==> src/rtl/ofifo_param.sv <==
// ofifo_param
// Output FIFO between the PE array's bottom-row partial sums and the
// write-back path. Each column lane is written independently because the
// columns arrive skewed in time. Rows are read out whole through one shared
// read pointer into a registered output word.
//
// Ports
//   clk          rising-edge clock
//   reset        asynchronous, active-low; clears all control state and out
//   wr[COLS]     per-lane write enable
//   in           lane i data at [(i+1)*PSUM_BW-1 : i*PSUM_BW]
//   rd           row read request
//   flush        synchronous clear of pointers, counts, out_valid and err
//   out          registered row data, same lane packing as in
//   out_valid    one-cycle strobe: out holds a newly read row
//   rd_ready     every lane holds at least one entry
//   almost_full  some lane holds >= DEPTH-AF_MARGIN entries
//   rows_avail   minimum lane count, i.e. whole rows readable
//   err          sticky: write to a full lane, or read while not rd_ready
module ofifo_param #(
  parameter  int COLS      = 8,
  parameter  int PSUM_BW   = 16,
  parameter  int DEPTH     = 16,
  parameter  int AF_MARGIN = 2,
  localparam int CW        = $clog2(DEPTH) + 1
) (
  input  logic                    clk,
  input  logic                    reset,
  input  logic [COLS-1:0]         wr,
  input  logic [COLS*PSUM_BW-1:0] in,
  input  logic                    rd,
  input  logic                    flush,
  output logic [COLS*PSUM_BW-1:0] out,
  output logic                    out_valid,
  output logic                    rd_ready,
  output logic                    almost_full,
  output logic [CW-1:0]           rows_avail,
  output logic                    err
);

  localparam int            AW       = $clog2(DEPTH);
  localparam logic [CW-1:0] FULL_CNT = CW'(DEPTH);
  localparam logic [CW-1:0] AF_CNT   = CW'(DEPTH - AF_MARGIN);

  logic signed [PSUM_BW-1:0] mem [COLS][DEPTH];
  logic [AW-1:0]             wp  [COLS];
  logic [CW-1:0]             cnt [COLS];
  logic [AW-1:0]             rp;

  logic [COLS-1:0]           wr_acc;
  logic [COLS-1:0]           wr_drop;
  logic                      rd_acc;

  logic [COLS*PSUM_BW-1:0]   row_p1;
  logic                      vld_p1;
  logic                      err_q;

  // Status flags look only at the registered counts, never at same-cycle
  // wr/rd, so they are safe to use as back-pressure without comb loops.
  always_comb begin
    rd_ready    = 1'b1;
    almost_full = 1'b0;
    rows_avail  = cnt[0];
    for (int i = 0; i < COLS; i++) begin
      if (cnt[i] == '0)        rd_ready    = 1'b0;
      if (cnt[i] >= AF_CNT)    almost_full = 1'b1;
      if (cnt[i] < rows_avail) rows_avail  = cnt[i];
    end
  end

  // A full lane still accepts a write when a row read frees a slot in the
  // same cycle. Flush overrides both directions.
  always_comb begin
    rd_acc  = rd & rd_ready & ~flush;
    wr_acc  = '0;
    wr_drop = '0;
    for (int i = 0; i < COLS; i++) begin
      wr_acc[i]  = wr[i] & ~flush & ((cnt[i] != FULL_CNT) | rd_acc);
      wr_drop[i] = wr[i] & ~flush & ~wr_acc[i];
    end
  end

  // Lane storage: written at wp, never cleared (flush only resets pointers).
  always_ff @(posedge clk) begin
    for (int i = 0; i < COLS; i++) begin
      if (wr_acc[i]) mem[i][wp[i]] <= in[i*PSUM_BW +: PSUM_BW];
    end
  end

  // Pointer, count and flag state.
  always_ff @(posedge clk or negedge reset) begin
    if (!reset) begin
      rp     <= '0;
      vld_p1 <= 1'b0;
      err_q  <= 1'b0;
      for (int i = 0; i < COLS; i++) begin
        wp[i]  <= '0;
        cnt[i] <= '0;
      end
    end else if (flush) begin
      rp     <= '0;
      vld_p1 <= 1'b0;
      err_q  <= 1'b0;
      for (int i = 0; i < COLS; i++) begin
        wp[i]  <= '0;
        cnt[i] <= '0;
      end
    end else begin
      vld_p1 <= rd_acc;
      if (rd_acc) rp <= rp + AW'(1);
      if ((rd & ~rd_ready) | (|wr_drop)) err_q <= 1'b1;
      for (int i = 0; i < COLS; i++) begin
        if (wr_acc[i]) wp[i] <= wp[i] + AW'(1);
        case ({wr_acc[i], rd_acc})
          2'b10:   cnt[i] <= cnt[i] + CW'(1);
          2'b01:   cnt[i] <= cnt[i] - CW'(1);
          default: cnt[i] <= cnt[i];
        endcase
      end
    end
  end

  // ---- stage p1: registered row output (holds across flush) ----
  always_ff @(posedge clk or negedge reset) begin
    if (!reset) begin
      row_p1 <= '0;
    end else if (rd_acc) begin
      for (int i = 0; i < COLS; i++) begin
        row_p1[i*PSUM_BW +: PSUM_BW] <= mem[i][rp];
      end
    end
  end

  assign out       = row_p1;
  assign out_valid = vld_p1;
  assign err       = err_q;

endmodule

==> config.mk <==
export PLATFORM = sky130hd
export DESIGN_NAME = ofifo_param
export DESIGN_NICKNAME = d
export VERILOG_FILES = /design/src/rtl/ofifo_param.sv
export SDC_FILE = /design/constraint.sdc
export NUM_CORES = 2
export LEC_CHECK = 0
export ABC_AREA = 0
export CAP_MARGIN = 5
export CORE_UTILIZATION = 29
export DETAILED_ROUTE_END_ITERATION = 10
export GPL_TIMING_DRIVEN = 0
export SLEW_MARGIN = 20
export SYNTH_ARGS = -nofsm -noshare
export SYNTH_HDL_FRONTEND = slang
export SYNTH_SLANG_ARGS = --single-unit
==> constraint.sdc <==
create_clock -name clk -period 9.7 [get_ports clk]
set_input_delay 1.94 -clock clk [delete_from_list [all_inputs] [get_ports clk]]
set_output_delay 1.94 -clock clk [all_outputs]
set_load 0.05 [all_outputs]
==> impl_metrics.yaml <==
status:
  status: "finished with violations"
  failed_checks: "negative setup slack"
floorplanning:
  core_um2: 305600
  fp.dieW_um: 555.9
  initial_core_util_pct: 29.12
  placementRows: 203
  die_h_um: 555.9
  die-area_um2: 309000
  ios: 277
clock_tree:
  root_buffer: "clkbuf_16"
  postCtsHoldBufs: 0
  cts_tree: "built"
  cts_sinks: 2254
  worstSkewPairLatency_ns: 0.90
  htreeDepth: 4
  clk_pin_slew_ns: 0.06
  clk_path_buf_depth: 3
  cts_made_buffers: 225
synthesis:
  synthArstFlopShare_pct: 9.139
  synth.avg_cell_area_um2: 20.50
  synth_top_family_by_area: "multiplexers"
  syn_area_um2: 88970
  synthAdderAreaFrac_pct: 1.238
  postSynthCellCount: 4339
  synth_ff_type: "edfxtp_1"
  synth-seq-cells: 2254
  synth-seq-area-share_pct: 74.92
  synth_edf_count: 2048
  synth_mux_area_share_pct: 16.68
  syn_nets: 4559
  synth_xor_area_share_pct: 0.4430
  ys.warnings.count: 0
  synthSimpleGateAreaFrac_pct: 3.821
  synthDistinctLibCells: 79
  synth_compound_area_share_pct: 1.703
routing:
  wl_mm: 231.6
  first_iter_violations: 4142
  vias: 44590
  wl_per_cell_um: 24.95
  drt_pass1_iterations: 8
  ant_nets: 0
  drc_errors: 0
  viasPerCell: 4.803
sta:
  setup_viol: 5
  timing.final.ws_setup_ns: -1.507
  hold_viol: 0
  fin_crit_sh_pct: 115.5
  drv_slew: 0
  fin_crit_ns: 11.21
  tightest_slew_ns: 1.161
  fmax_mhz: 89.23
  fin_hold_ws_ns: 0.4739
  fin_worst_skew_ns: 0.05689
  rsz0062_at_grt: "yes"
  tns_ns: -7.214
  maxSlewHeadroom_pct: 22.63
place:
  dpl-instance-area_um2: 98520
  place_hpwl_mm: 151.9
  place_congestion: 0.7955
  preCtsSetupSlack_ns: -2.414
  numPortBuffers: 275
cells_and_area:
  finalInstanceArea_um2: 106800
  n_fill_cell: 28290
  final_nets: 5192
  drive_gt1_share_pct: 26.22
  syn2layout_area_growth_pct: 20.06
global_route:
  grt_max_degree: 72
  grt_util_all_layers_pct: 14.83
  grt-ovfl-total: 0
  antenna_found_initial: 76
  grt_first_pass_wirelength_mm: 330.1
  grt_pass1_vias: 45750
worst_setup_path:
  cp_num_buf_inv: 9
  crit_top_cell: "ha_4"
  slowest_delay_ns: 0.45
  critPathKind: "reg -> out"
  cp_slowest_cell: "dfrtp_2"
  crit_arrival_ns: 9.27
  crit_required_ns: 7.76
  critPathMaxFanout: 7
  critPathTopFamily: "compound AO/OA/AOI/OAI gates"
  end_kind: "output pin"
  startpoint_type: "flip-flop"
power_and_ir_drop:
  leakagePower_nw: 34.18
  p_per_area_nw_per_um2: 201.3
  power.total_mw: 21.50
  ir_worst_vdd_v: 0.0001674
flow_run:
  maxCapViolations: 0
hold_path:
  min_path_type: "reg -> reg"
==> per-stage QoR <==
stage	util [%]	cells
global route	34.95	9273
global placement	31.76	8714
detailed placement	32.24	8786
floorplan	-	4339
CTS	34.86	9253
finish	34.96	9283
==> final timing paths <==
check	from	to	slack, ns	depth (start not counted)
min reg2reg	out[47]$_DFFE_PN0P_	out[47]$_DFFE_PN0P_	0.47	2
min	out[47]$_DFFE_PN0P_	out[47]$_DFFE_PN0P_	0.47	2
max in group asynchronous	reset	cnt[7]$_DFFE_PN0P_	8.00	2
max reg2reg	cnt[15]$_DFFE_PN0P_	cnt[9]$_DFFE_PN0P_	4.44	16
max	cnt[38]$_DFFE_PN0P_	rows_avail[4]	-1.51	44
min in group asynchronous	reset	out[37]$_DFFE_PN0P_	0.93	1
==> routing by layer <==
layer | vias up | global-route usage (%) | share of wire (%)
met1 | 23730 | 19.46 | 41
met4 | 54 | 3.815 | 2.3
met3 | 371 | 4.004 | 7.9
met5 | - | 0 | 0.14
met2 | 1488 | 24.22 | 48
li1 | 18950 | - | -
==> logic make-up after synthesis <==
family / Yosys count
mux: 680
compound gates: 211
buf+inv: 273
fa+ha+maj: 84
flops: 2254
simple gates: 792
xor+xnor: 45
==> sequential cells by signal, indices dropped and copies added (netlist names) <==
name,flops
out_valid,1
rp,4
mem,2048
err,1
out,128
cnt,40
wp,32
==> cell type report <==
cell class	instances	area, µm²	share of cell area, %
flip-flops and latches	2254	66660	62.41
plain buffers	205	864.6	0.8094
clock inverters	151	1634	1.530
repair buffers	408	4222	3.952
well taps	4100	5130	4.803
diodes	16	40.04	0.03749
multi-input cells	1812	22140	20.73
inverters	66	250.2	0.2343
clock buffers	271	5866	5.492
==> cell usage after synthesis (7+ instances only) <==
cell type / instances / area (µm²)
inv_1: 66 / 247.7
fa_1: 8 / 160.2
o21ai_0: 39 / 195.2
nor4_1: 11 / 68.82
mux4_2: 640 / 14410
a211oi_1: 8 / 60.06
a22o_1: 7 / 61.31
dfrtp_1: 206 / 5155
o22ai_1: 7 / 43.79
xnor2_1: 14 / 122.6
o31ai_1: 12 / 90.09
ha_1: 72 / 900.9
nand3_1: 11 / 55.05
a21oi_1: 43 / 215.2
a21o_1: 27 / 202.7
and3_1: 9 / 56.30
edfxtp_1: 2048 / 61500
nand2b_1: 15 / 93.84
nor3_1: 35 / 175.2
nand4_1: 12 / 75.07
o21a_1: 7 / 52.55
nand2_1: 461 / 1730
xor2_1: 31 / 271.5
clkbuf_1: 162 / 608.1
nor2_1: 153 / 574.3
a311oi_1: 8 / 70.07
and2_1: 54 / 337.8
mux2i_1: 32 / 320.3
buf_1: 37 / 138.9
==> power by group <==
group / internal, mW / leakage, nW / switching [mW]
clock network: 4.98 / 3.63 / 3.82
registers: 10.7 / 21.3 / 0.0736
logic: 0.835 / 9.29 / 1.07
total: 16.5 / 34.2 / 4.96
==> worst reg2reg max path: stages, from the launching register on <==
cell	delay, ns
dfrtp_1	0.38
clkbuf_1	0.38
nor2_1	0.17
nand2_1	0.11
o22ai_1	0.07
nor4_1	0.69
nand2_1	0.40
or2_2	0.39
clkbuf_2	0.32
buf_1	0.49
nor2_1	0.49
ha_1	0.35
a21o_1	0.19
a21oi_1	0.22
mux2i_1	0.24
xor2_1	0.17
nor2_1	0.05
==> layout by cell type (no fill, tap or decap), types with 14 or more instances in the layout <==
cell / instances
edfxtp_1: 2048
mux4_2: 640
nand2_1: 460
clkdlybuf4s50_1: 269
clkbuf_16: 227
dfrtp_1: 199
clkbuf_1: 170
nor2_1: 94
buf_4: 85
inv_1: 60
ha_1: 60
clkinv_1: 45
clkinv_2: 44
nor2_4: 41
a21oi_1: 40
and2_1: 40
clkbuf_2: 38
o21ai_0: 33
xor2_1: 31
buf_6: 29
a21o_1: 27
buf_1: 24
bufinv_16: 24
mux2i_1: 22
nor3_2: 21
nor2_2: 18
diode_2: 16
and2_2: 15
nand2b_1: 15
nor3_1: 14
xnor2_1: 14
buf_8: 14
==> what timing repair did <==
action	CTS	global route
resized for setup	68	18
buffers inserted	46	12
pin swaps	23	14
endpoints found under the setup margin	5	5
(Power assumes the default switching activity.)
